File: src/rtl/instr_fetch_pkg.sv
// Shared definitions for the instruction-fetch unit: state encoding, opcodes
// and the branch-offset helper.
package instr_fetch_pkg;

    typedef enum logic [1:0] {
        ST_IDLE  = 2'd0,
        ST_FETCH = 2'd1,
        ST_HOLD  = 2'd2,
        ST_ERROR = 2'd3
    } fetch_state_t;

    localparam logic [5:0] OP_RTYPE = 6'b000000;
    localparam logic [5:0] OP_LW    = 6'b100011;
    localparam logic [5:0] OP_SW    = 6'b101011;
    localparam logic [5:0] OP_BEQ   = 6'b000100;

    localparam logic [31:0] DEFAULT_RESET_PC = 32'h0000_0000;

    // Sign-extended word offset converted to a byte offset.
    function automatic logic [31:0] branch_offset(input logic [15:0] imm);
        return {{14{imm[15]}}, imm, 2'b00};
    endfunction

endpackage

File: src/rtl/instr_fetch_pc_next.sv
// Combinational next-PC selection: sequential PC+4 or taken branch target.
module pc_next
    import instr_fetch_pkg::*;
(
    input  logic [31:0] i_pc,
    input  logic [15:0] i_imm,
    input  logic        i_branch,
    input  logic        i_zero,
    output logic [31:0] o_pc_next
);

    logic [31:0] w_pc_plus4;
    logic [31:0] w_branch_target;

    assign w_pc_plus4      = i_pc + 32'd4;
    assign w_branch_target = w_pc_plus4 + branch_offset(i_imm);
    assign o_pc_next       = (i_branch & i_zero) ? w_branch_target : w_pc_plus4;

endmodule

File: src/rtl/instr_fetch.sv
// Instruction fetch unit: one outstanding memory read, holds the fetched word
// until the consumer accepts it, and traps into ERROR on an ack timeout.
module instr_fetch
    import instr_fetch_pkg::*;
#(
    parameter logic [31:0] RESET_PC    = DEFAULT_RESET_PC,
    parameter int unsigned ACK_TIMEOUT = 16
) (
    input  logic        clk,
    input  logic        rst_n,
    output logic        IMemReq,
    output logic [31:0] IMemAddr,
    input  logic        IMemAck,
    input  logic [31:0] IMemData,
    output logic [31:0] Instr,
    output logic [5:0]  Opcode,
    output logic        InstrValid,
    input  logic        InstrReady,
    input  logic        Branch,
    input  logic        Zero,
    output logic [31:0] InstrCount,
    output logic        FetchErr
);

    localparam int unsigned TMO_W = $clog2(ACK_TIMEOUT + 1);

    fetch_state_t     r_state;
    logic [31:0]      r_pc;
    logic [31:0]      r_instr;
    logic             r_req;
    logic             r_valid;
    logic [31:0]      r_count;
    logic             r_err;
    logic [TMO_W-1:0] r_tmo;

    logic [31:0]      w_pc_next;
    logic [TMO_W-1:0] w_tmo_next;
    logic             w_tmo_hit;
    logic             w_accept;

    pc_next u_pc_next (
        .i_pc      (r_pc),
        .i_imm     (r_instr[15:0]),
        .i_branch  (Branch),
        .i_zero    (Zero),
        .o_pc_next (w_pc_next)
    );

    assign w_tmo_next = r_tmo + TMO_W'(1);
    assign w_tmo_hit  = (w_tmo_next == TMO_W'(ACK_TIMEOUT));
    assign w_accept   = r_valid & InstrReady;

    always_ff @(posedge clk or negedge rst_n) begin
        if (!rst_n) begin
            r_state <= ST_IDLE;
            r_pc    <= RESET_PC;
            r_instr <= '0;
            r_req   <= 1'b0;
            r_valid <= 1'b0;
            r_count <= '0;
            r_err   <= 1'b0;
            r_tmo   <= '0;
        end else begin
            case (r_state)
                ST_IDLE: begin
                    r_state <= ST_FETCH;
                    r_req   <= 1'b1;
                    r_tmo   <= '0;
                end
                ST_FETCH: begin
                    // An ack in the timeout cycle still completes the fetch.
                    if (IMemAck) begin
                        r_instr <= IMemData;
                        r_valid <= 1'b1;
                        r_req   <= 1'b0;
                        r_state <= ST_HOLD;
                    end else if (w_tmo_hit) begin
                        r_tmo   <= w_tmo_next;
                        r_req   <= 1'b0;
                        r_err   <= 1'b1;
                        r_state <= ST_ERROR;
                    end else begin
                        r_tmo   <= w_tmo_next;
                    end
                end
                ST_HOLD: begin
                    if (w_accept) begin
                        r_pc    <= w_pc_next;
                        r_count <= r_count + 32'd1;
                        r_valid <= 1'b0;
                        r_req   <= 1'b1;
                        r_tmo   <= '0;
                        r_state <= ST_FETCH;
                    end
                end
                ST_ERROR: begin
                    r_req   <= 1'b0;
                    r_valid <= 1'b0;
                    r_err   <= 1'b1;
                end
                default: begin
                    r_state <= ST_ERROR;
                end
            endcase
        end
    end

    assign IMemReq    = r_req;
    assign IMemAddr   = r_pc;
    assign Instr      = r_instr;
    assign Opcode     = r_instr[31:26];
    assign InstrValid = r_valid;
    assign InstrCount = r_count;
    assign FetchErr   = r_err;

endmodule

File: config.mk
export PLATFORM = sky130hd
export DESIGN_NAME = instr_fetch
export DESIGN_NICKNAME = d
export VERILOG_FILES = /design/src/rtl/instr_fetch_pkg.sv /design/src/rtl/instr_fetch_pc_next.sv /design/src/rtl/instr_fetch.sv
export SDC_FILE = /design/constraint.sdc
export NUM_CORES = 1
export LEC_CHECK = 0
export ABC_AREA = 1
export BUFFER_PORTS_ARGS = -buffer_cell sky130_fd_sc_hd__buf_2
export CORE_ASPECT_RATIO = 0.75
export CORE_UTILIZATION = 45
export DETAILED_ROUTE_END_ITERATION = 6
export PLACE_DENSITY = 0.66
export SETUP_SLACK_MARGIN = 0.5
export SLEW_MARGIN = 20
export SYNTH_ARGS = -nofsm -noshare
export SYNTH_HDL_FRONTEND = slang
export SYNTH_HIERARCHICAL = 1
export SYNTH_SLANG_ARGS = --single-unit
File: constraint.sdc
create_clock -name clk -period 3.4 [get_ports clk]
set_input_delay 0.68 -clock clk [delete_from_list [all_inputs] [get_ports clk]]
set_output_delay 0.68 -clock clk [all_outputs]
set_load 0.02 [all_outputs]
Yosys cells after proc, flatten, opt, wreduce, memory -nomap -nowiden --
Cells that the tools add are included.
Storage, ports and cells: flip-flop bits (word level) 106, output and inout bits 105, logic and storage cells 52, input bits 38
Cells by class: $add $sub $neg 4, multiplexer cells 18, reductions and logical operators 11, bitwise operators 2, equal/unequal tests 9
Operators by type and width (count):
- $add 32x1->32 const B | 1
- $add 32x3->32 const B | 1
- $add 32x32->32 | 1
- $mux 32 | 1
- $pmux 5 s3 | 1
- $reduce_and 3->1 | 4
- $mux 5 | 2
- $ne 2x2->1 const B | 4
- $mux 1 | 7
- $mux 2 | 3
- $pmux 2 s3 | 1
- $reduce_and 2->1 | 3
- $reduce_bool 3->1 | 2
- $add 5x1->5 const B | 1
- $eq 5x5->1 const B | 1
- $eq 2x2->1 const B | 2
- $pmux 1 s4 | 1
- $ne 3x3->1 const B | 1
- $pmux 1 s3 | 1
- $and 1x1->1 | 2
- $eq 2x1->1 const B | 1
- $logic_not 2->1 | 1
- $pmux 1 s2 | 1
- $reduce_bool 2->1 | 1

Depth between registers and ports, before layout --
depth after elaboration 5, depth in mapped cells 24, gate-level depth less buffers 24

Cells and area by module --
Netlist, hierarchy kept.
By module, submodules not included:
- instr_fetch | seq. area each 2652.5 um^2, area an instance 4991.0 um^2, cells each 640, instances 1
- pc_next | seq. area each 0.0 um^2, area an instance 3109.2 um^2, cells each 602, instances 1

Worst setup path before layout --
Ideal clock, no wire load.
path type register -> register, start reg r_pc[2], in the netlist IMemAddr[2], end reg r_pc[31], in the netlist IMemAddr[31], clock period less this slack 2.809 ns, arrival 2.693 ns, slack 0.591 ns, required time 3.283 ns, path buffers 0, library setup time 0.117 ns, cell stages (with the launch flop) 24, cell sequence dfrtp_1 > ha_1 > inv_1 > nor2_4 > nand2_2 > nor2_4 > nand2_2 > nor3_4 > nand2_2 > xnor2_2 > ha_1 > inv_1 > nor3_1 > nand2_1 > inv_1 > nand2_1 > nand2_1 > a21oi_1 > nand2_1 > nand2_1 > nand2_1 > nand2_1 > nand2_1 > nand2_1
Between the ends: longest elaborated chain between the ends 3
RTL lines:
- from (decl) | line instr_fetch.sv:28 | logic [31:0] r_pc;
- from (signal assigned) | line instr_fetch.sv:88 | r_pc <= w_pc_next;
- $add 32x3->32 (*) | line instr_fetch_pc_next.sv:15 | assign w_pc_plus4 = i_pc + 32'd4;
- $add 32x32->32 | line instr_fetch_pc_next.sv:16 | assign w_branch_target = w_pc_plus4 + branch_offset(i_imm);
- $mux 32 (*) | line instr_fetch_pc_next.sv:17 | assign o_pc_next = (i_branch & i_zero) ? w_branch_target : w_pc_plus4;
- net w_pc_next[31] | line instr_fetch.sv:36 | logic [31:0] w_pc_next;
Mark *: on every way through the listed nets, which the timed path passes. The rest lies on a longest branch. A chain may end at the register's enable or synchronous reset.

Worst setup path after layout --
start reg r_pc[7], in the netlist IMemAddr[7], end reg r_pc[15], in the netlist IMemAddr[15]
Same word-level chain as after synthesis.

==> results.toml <==
[outcome]
status = "complete, no violations"

[placed_design]
port_buffers = 142
place.gp.congestion = 0.9476
hpwl_um = 18510
place_inst = 1608

[synth]
async_flop_share = 1.000
ys.flop_type = "dfrtp_1"
post_synth.cell_area_avg_um2 = 6.522
synth.area.top_cells = "dfrtp_1 33%, nand2_1 26%, ha_1 6.0%"
synth-compound-area-share = 0.05252
yosys.area_share.simple = 0.4333
synth_cell_types = 42
synth_xor_area_frac = 0.04819
synth_adder_area_share = 0.06271
yosys_warnings = 6
synth.top_cell.area_share = 0.3275
synth_nets = 1320
synth-seq-cells = 106
yosysSeqAreaShare = 0.3275
synth_top_family_by_area = "simple AND/OR/NAND/NOR gates"
synth_area_um2 = 8100
syn_inst = 1242
synthMuxAreaShare = 0
synth_edf_count = 0
synth_area_leader_cell = "dfrtp_1"

[route]
vias = 8502
drtAntennaViolNets = 0
routed_via_density = 5.106
drtIter0Drc = 725
drc = 0
avgRoutedWirePerCell_um = 15.55
routed_wl_um = 25890
dr.pass1.iters = 6

[timing]
tightest_slew_ps = 786.7
fmax_mhz = 338.6
setup_tns_ps = 0
finalHoldViolations = 0
rsz0062_at_grt = "true"
timing.slew.headroom = 0.4755
period_share = 0.8686
setup_viol = 0
slew_violations = 0
fin_worst_skew_ps = 12.51
finalCriticalPeriod_ps = 2953

[clocking]
cts_tree = "done"
clock-root-buffer = "clkbuf_16"
ctsLongestPathBuffers = 2
htree_levels = 3
path_clk_slew_ps = 80
insertion_delay_ps = 360
cts.sinks = 106
cts_buffers = 9

[finish]
final.fill_count = 1610
stdcell_count = 1665
antenna_cells = 0
nets = 1496
fin_util = 0.5910
drive_gt1_frac = 0.2783
syn_to_final_growth_pct = 28.44

[grt]
grt_util_met3 = 0.05317
gr-usage-all-layers = 0.2781
met1_usage = 0.4272
gr-total-overflow = 0
grt-busiest-layer = "met1"
antenna_found_initial = 0
met2_usage = 0.3958
grt_pass1_wl_um = 40080
grt_pass1_vias = 7687
grt_max_degree = 50

[setup_path]
end_kind = "flop"
r2r_cells = 18
arrival_ps = 3200
crit_chain = "nand2_2 -> nor2_4 -> nand2_4 -> nor2_4 -> nand4_1 -> xnor2_2 -> ha_4 -> nand2_1 -> nand2_1 -> nand2_1 -> nand2_1 -> a21oi_2 -> nand2_4 -> or2_2 -> nand3_1 -> nand2_2 -> nand2_1 -> nand2_1"
cp-start-kind = "flop"
path_max_fanout = 5
r2r_slack_ps = 450
worst_r2r_endpoint = "IMemAddr[15]"
cp-startpoint = "IMemAddr[7]"
critPathKind = "reg2reg"
cpMaxStageDelayCell = "dfrtp_1"
crit_required_ps = 3640
slowest_delay_ps = 440
reg2reg_from = "IMemAddr[7]"
critPathMostFrequentCell = "nand2_1"

[power_and_ir_drop]
p_per_area_nw_per_um2 = 493.3
ir_worst_vdd_mv = 0.3703
p_leak_nw = 5.620

[flow_run]
maxCapViolations = 0

[die]
core_area_um2 = 17600
boundaryPins = 143
die_h_um = 118.2
die_width_um = 156.9
rows = 42
design.die.area_um2 = 18550
initial_utilization = 0.4601

[min_path]
hold_class = "in2async"
per-stage QoR:
stage / power, mW / area, um^2 / setup WS (ps) / hold slack, ps
after floorplan: 2.998 / 8100 / 590.9 / 384.4
after global placement: 3.610 / 9051 / 268.8 / 446.6
after detailed placement: 3.626 / 9051 / 246.3 / 453.5
after CTS: 4.845 / 9648 / 460.3 / 334.5
after global routing: 5.439 / 10400 / 337.2 / 373.8
final: 5.133 / 10400 / 446.9 / 314.4
critical path: cells and delay by family (launching register included):
kind | cells | cell delay, ps
xor gates and xnor gates | 1 | 350
DFF | 1 | 440
adders and majority gates | 1 | 280
AOI/OAI and AO/OA | 1 | 180
and+or+nand+nor | 15 | 1590
area by class of cell:
type | count | area (um^2) | share of cell area
Multi-Input combinational cell | 985 | 5557 | 0.5341
Sequential cell | 106 | 2669 | 0.2565
Timing Repair Buffer | 193 | 1116 | 0.1073
Inverter | 123 | 464.2 | 0.04462
Tap cell | 242 | 302.8 | 0.02910
Clock buffer | 11 | 252.7 | 0.02429
Clock inverter | 5 | 42.54 | 0.004089
worst max path at each step:
stage / cells past startpoint / to / slack [ps]
3_5_place_dp: 18 / IMemAddr[27] / 250
4_1_cts: 22 / IMemAddr[31] / 460
3_3_place_gp: 18 / IMemAddr[27] / 270
6_report: 18 / IMemAddr[15] / 450
2_1_floorplan: 23 / IMemAddr[31] / 590
5_1_grt: 18 / IMemAddr[15] / 340
cells in the mapped netlist (6+ instances only):
cell,instances
nand2_1,565
nor2_1,122
inv_1,116
dfrtp_1,106
nand3_1,63
ha_1,39
a21oi_1,34
xor2_1,25
o21ai_0,23
buf_2,14
xnor2_1,14
nand4_1,12
nand2_2,10
nor3_1,10
nor2_4,9
buf_4,8
clkbuf_1,6
inv_2,6
nand3b_1,6
nor2_2,6
o21bai_1,6
cell usage in the layout (no fill, tap or decap), types with 9 or more instances in the layout:
| master | instances |
|---|---|
| nand2_2 | 35 |
| nand2_1 | 535 |
| clkbuf_16 | 9 |
| inv_2 | 11 |
| ha_1 | 24 |
| dfrtp_2 | 13 |
| xor2_1 | 16 |
| nand3_1 | 55 |
| dfrtp_1 | 93 |
| nand4_1 | 12 |
| a21oi_2 | 17 |
| inv_1 | 110 |
| buf_4 | 49 |
| nor2_4 | 16 |
| o21ai_0 | 14 |
| xnor2_1 | 11 |
| ha_4 | 14 |
| a21oi_1 | 16 |
| nor2_2 | 18 |
| nor2_1 | 103 |
| buf_2 | 141 |
cell families after synthesis:
logic type	count (synthesis)
AOI/OAI and AO/OA	76
xor gates and xnor gates	42
adders and majority gates	40
buffers and inverters	151
DFF	106
and+or+nand+nor	827
layer usage:
layer  share of wire  wire length (um)
met5               0                 0
met4           0.018               474
met3           0.079              2055
met2            0.43             11240
met1            0.47             12120
report_power, final:
| part | switching [mW] | internal, mW |
|---|---|---|
| clock network | 0.523 | 0.548 |
| registers | 0.286 | 1.48 |
| logic | 1.44 | 0.861 |
| total | 2.24 | 2.89 |
flip-flops by register name, indices dropped and copies added, names as in the netlist:
| name | count |
|---|---|
| IMemAddr | 32 |
| r_tmo | 5 |
| FetchErr | 1 |
| InstrValid | 1 |
| Instr | 32 |
| IMemReq | 1 |
| InstrCount | 32 |
| r_state | 2 |
what timing repair did:
| action | CTS | global route |
|---|---|---|
| gates resized for setup | 33 | 144 |
| pin swaps | 19 | 46 |
| endpoints found under the hold margin | 0 | 0 |
| setup buffers | 18 | 23 |
| setup endpoints to repair | 13 | 21 |
| hold buffers | 0 | 0 |
| cloned | 0 | 0 |
(Power assumes the default switching activity.)
